File: config.mk
export PLATFORM = sky130hd
export DESIGN_NAME = io
export DESIGN_NICKNAME = d
export VERILOG_FILES = /design/src/rtl/io.sv
export SDC_FILE = /design/constraint.sdc
export NUM_CORES = 1
export LEC_CHECK = 0
export BUFFER_PORTS_ARGS = -buffer_cell sky130_fd_sc_hd__buf_2
export CAP_MARGIN = 20
export CORE_AREA = 2 2 271 273
export DETAILED_ROUTE_END_ITERATION = 12
export DIE_AREA = 0 0 273 275
export HOLD_SLACK_MARGIN = 0.15
export PLACE_DENSITY = 0.41
export SETUP_SLACK_MARGIN = 0.2
export SYNTH_ARGS = -nofsm -noshare
export SYNTH_HDL_FRONTEND = slang
export SYNTH_SLANG_ARGS = --single-unit
File: constraint.sdc
create_clock -name clk -period 7.7 [get_ports clk]
set_input_delay 0.77 -clock clk [delete_from_list [all_inputs] [get_ports clk]]
set_output_delay 0.77 -clock clk [all_outputs]
set_load 0.02 [all_outputs]
File: src/rtl/io.sv
// Req/Ack (4-phase) bridge around a 64-entry RAM FIFO; Ack rises one cycle after an accepted Req.
// Backpressure: a write stalls while full and a read stalls while empty; each Req moves exactly one word.
module io #(
  parameter int DATA_WIDTH = 8,
  parameter int ADDR_WIDTH = 6,
  parameter int RAM_DEPTH  = 1 << ADDR_WIDTH
) (
  input  logic                  clk,
  input  logic                  reset,
  input  logic                  ReqW_i,
  input  logic                  ReqR_i,
  input  logic [DATA_WIDTH-1:0] Data_i,
  output logic                  AckW_o,
  output logic                  AckR_o,
  output logic [DATA_WIDTH-1:0] Data_o
);

  typedef enum logic {W_IDLE, W_ACK} w_state_t;
  typedef enum logic {R_IDLE, R_ACK} r_state_t;

  w_state_t w_state, w_next;
  r_state_t r_state, r_next;

  logic [DATA_WIDTH-1:0] mem [RAM_DEPTH];
  logic [ADDR_WIDTH-1:0] wr_ptr, rd_ptr;
  logic [ADDR_WIDTH:0]   count;
  logic                  full, empty;
  logic                  wr_acc, rd_acc;

  // Both flags come from the registered count, so a same-cycle write never
  // bypasses into a read from empty and a same-cycle read never frees a slot.
  assign full  = (count == (ADDR_WIDTH+1)'(RAM_DEPTH));
  assign empty = (count == '0);

  always_comb begin
    w_next = w_state;
    wr_acc = 1'b0;
    case (w_state)
      W_IDLE: begin
        if (ReqW_i && !full) begin
          wr_acc = 1'b1;
          w_next = W_ACK;
        end
      end
      W_ACK: begin
        if (!ReqW_i) w_next = W_IDLE;
      end
      default: w_next = W_IDLE;
    endcase
  end

  always_comb begin
    r_next = r_state;
    rd_acc = 1'b0;
    case (r_state)
      R_IDLE: begin
        if (ReqR_i && !empty) begin
          rd_acc = 1'b1;
          r_next = R_ACK;
        end
      end
      R_ACK: begin
        if (!ReqR_i) r_next = R_IDLE;
      end
      default: r_next = R_IDLE;
    endcase
  end

  always_ff @(posedge clk) begin
    if (!reset) begin
      w_state <= W_IDLE;
      r_state <= R_IDLE;
    end else begin
      w_state <= w_next;
      r_state <= r_next;
    end
  end

  // Acks are decoded from registered state, so they rise the edge after acceptance.
  assign AckW_o = (w_state == W_ACK);
  assign AckR_o = (r_state == R_ACK);

  always_ff @(posedge clk) begin
    if (!reset) begin
      wr_ptr <= '0;
      rd_ptr <= '0;
      count  <= '0;
    end else begin
      if (wr_acc) wr_ptr <= wr_ptr + 1'b1;
      if (rd_acc) rd_ptr <= rd_ptr + 1'b1;
      case ({wr_acc, rd_acc})
        2'b10:   count <= count + 1'b1;
        2'b01:   count <= count - 1'b1;
        default: count <= count;
      endcase
    end
  end

  // RAM contents deliberately survive reset.
  always_ff @(posedge clk) begin
    if (reset && wr_acc) mem[wr_ptr] <= Data_i;
  end

  always_ff @(posedge clk) begin
    if (!reset)      Data_o <= '0;
    else if (rd_acc) Data_o <= mem[rd_ptr];
  end

endmodule

==> results.json <==
{
  "status": "finished clean",
  "ys_types": 62,
  "row_count": 99,
  "startpoint_type": "flip-flop",
  "cts_tree": "yes",
  "syn-num-nets": 1125,
  "yosysSeqAreaShare": 0.7433,
  "fmax_mhz": 283.5,
  "power_density_mw_per_mm2": 284.0,
  "async_reset_ff_frac": 0,
  "drcViolationCount": 0,
  "syn2layout_area_growth_pct": 13.32,
  "synthFlopType": "edfxtp_1",
  "grt_pass1_vias": 10824,
  "wire_per_inst_um": 25.45,
  "wl_met1_um": 25170,
  "max_cap_violations": 0,
  "tns_ns": 0,
  "p_leak_nw": 7.382,
  "clk_pin_slew_ns": 0.06,
  "rsz0062_at_grt": "false",
  "pin_count": 22,
  "setup.worst_path.class": "flip-flop to flip-flop",
  "peakVddDrop_mv": 0.1978,
  "fin_util": 0.3363,
  "grt_pass1_wl_um": 79020,
  "first_pass_iters": 4,
  "antenna_left": 0,
  "gp_congestion": 0.7659,
  "worst_clock_skew_ns": 0.009827,
  "dieArea_mm2": 0.07508,
  "fin_nets": 1164,
  "yosysWarningCount": 0,
  "place_hpwl_um": 32270,
  "postCtsSetupRepairBufs": 0,
  "syn_avg_cell_area_um2": 19.44,
  "diodes": 0,
  "routed.top_layer": "met4",
  "num_vias": 10367,
  "hold_buffers": 0,
  "fin_cells": 2146,
  "fin_crit_sh": 0.4581,
  "endpoint_kind": "flip-flop",
  "insertion_delay_ns": 0.60,
  "antenna_found_initial": 0,
  "arrival_ns": 3.76,
  "ctsResizeCount": 0,
  "synth_seq_cells": 541,
  "start_util": 0.2968,
  "place_inst": 2043,
  "finalCriticalPeriod_ns": 3.528,
  "drtIter0Drc": 803,
  "required_ns": 7.93,
  "grt_max_degree": 97,
  "root_buffer": "clkbuf_16",
  "slew_violations": 0,
  "cts_max_path_buffers": 3,
  "final_hold_viol_count": 0,
  "grt-ovfl-total": 0,
  "wl_um": 54620,
  "via_per_inst": 4.831,
  "io_buffers": 21,
  "synthCells": 1104,
  "worst_pin_slew_ns": 1.020,
  "finalSetupViolations": 0,
  "crit_fanout": 8,
  "track_usage": 0.1465,
  "fp.dieW_um": 273,
  "numCtsBuffers": 57,
  "wl_met2_um": 25920,
  "cts.htree.levels": 2,
  "core_mm2": 0.07234,
  "wl_met3_um": 2427,
  "die_y_um": 275,
  "syn_area_mm2": 0.02147,
  "numClockSinks": 541,
  "synth_edf_count": 512,
  "hold_class": "input pin to flip-flop",
  "max_slew_margin": 0.3180,
  "final_layout_size_suffix_gt1_frac": 0.2148
}
## power by group
group	leakage, nW	internal, mW	switching (mW)
logic	1.69	0.405	0.521
registers	4.84	3.27	0.0998
clock network	0.853	1.48	1.13
total	7.38	5.15	1.76
## final timing paths
kind / from / end / slack (ns) / depth (start not counted)
max reg2reg: count[0] / mem[36][1] / 4.17 / 5
min: ReqW_i / AckW_o / 0.43 / 2
max: count[0] / mem[36][1] / 4.17 / 5
min reg2reg: Data_o[1] / Data_o[1] / 0.51 / 2
## metrics by stage
step | worst slack, ns | hold slack [ns] | instance area (µm²) | total power [mW]
global placement | 3.620 | 0.5113 | 22590 | 4.380
detailed placement | 3.487 | 0.5093 | 22590 | 4.380
finish | 4.172 | 0.4304 | 24330 | 6.910
CTS | 4.051 | 0.3869 | 24330 | 7.010
global route | 3.809 | 0.3972 | 24330 | 7.177
floorplan | 4.717 | 0.4849 | 21470 | 4.071
## layer usage
layer / vias to the layer above / track usage
li1: 4600 / -
met1: 5498 / 0.2047
met2: 198 / 0.2358
met3: 71 / 0.02749
met4: 0 / 0.03724
met5: - / 0
## flip-flops by register name, indices dropped and copies added (netlist names)
register  cells
mem         512
Data_o        8
count         7
rd_ptr        6
wr_ptr        6
AckR_o        1
AckW_o        1
## cells in the final DEF (no fill, tap or decap), types with 8 or more instances in the layout
cell type | netlist | final
a211o_1 | 8 | 8
a221oi_1 | 13 | 13
a22o_1 | 8 | 8
a22oi_1 | 9 | 9
buf_2 | 16 | 21
buf_4 | 6 | 16
clkbuf_1 | 17 | 9
clkbuf_16 | 0 | 57
clkinv_1 | 1 | 16
clkinv_2 | 0 | 13
dfxtp_1 | 29 | 26
edfxtp_1 | 512 | 512
ha_1 | 8 | 8
inv_1 | 8 | 8
mux2_2 | 22 | 22
mux2i_1 | 65 | 65
mux4_2 | 96 | 96
nand2_1 | 39 | 39
nand3_1 | 29 | 29
nor2_1 | 88 | 88
o22ai_1 | 9 | 9
xnor2_1 | 8 | 8
## cells by family (layout without fill, tap and decap cells)
| family | Yosys count | after routing | synth area share |
|---|---|---|---|
| buffers and inverters | 68 | 151 | 0.01760 |
| XOR/XNOR | 13 | 13 | 0.005304 |
| adder cells (fa/ha/maj) | 9 | 9 | 0.005596 |
| multiplexers | 195 | 195 | 0.1541 |
| AO/OA/AOI/OAI | 91 | 91 | 0.03509 |
| flip-flops | 541 | 541 | 0.7433 |
| AND/OR/NAND/NOR | 187 | 187 | 0.03905 |
## final cells by class
class	count	area, µm²
repair buffers	38	245.2
fillers	6921	48010
inverters	10	37.54
clock buffers	66	1460
multi-input cells	495	5136
flip-flops and latches	541	15970
well taps	959	1200
clock inverters	37	281.5
## cells in the mapped netlist, types with 3 or more instances
master     instances  area share
a211o_1            8      0.0033
a21oi_1            6      0.0014
a221oi_1          13      0.0053
a22o_1             8      0.0033
a22oi_1            9      0.0031
buf_1              9      0.0016
buf_2             16      0.0037
buf_4              6      0.0021
buf_6              8      0.0042
clkbuf_1          17      0.0030
dfxtp_1           29       0.027
edfxtp_1         512        0.72
ha_1               8      0.0047
inv_1              8      0.0014
mux2_2            22       0.012
mux2_4             6      0.0042
mux2i_1           65       0.030
mux4_1             6      0.0073
mux4_2            96        0.10
nand2_1           39      0.0068
nand3_1           29      0.0068
nand3b_1           6      0.0021
nand4_1            6      0.0017
nor2_1            88       0.015
nor2b_1            3     0.00087
nor3_1             4     0.00093
o2111ai_1          7      0.0029
o221ai_1           7      0.0029
o22ai_1            9      0.0026
xnor2_1            8      0.0033
xor2_1             5      0.0020
## critical path, cell delays in order, from the launching register on
cell	delay, ns
dfxtp_1	0.43
nor4_2	0.13
a311oi_2	0.53
nor3b_2	0.42
nand3b_1	0.75
nor2_1	0.90
No activity file was read; power rests on OpenSTA's default activity.
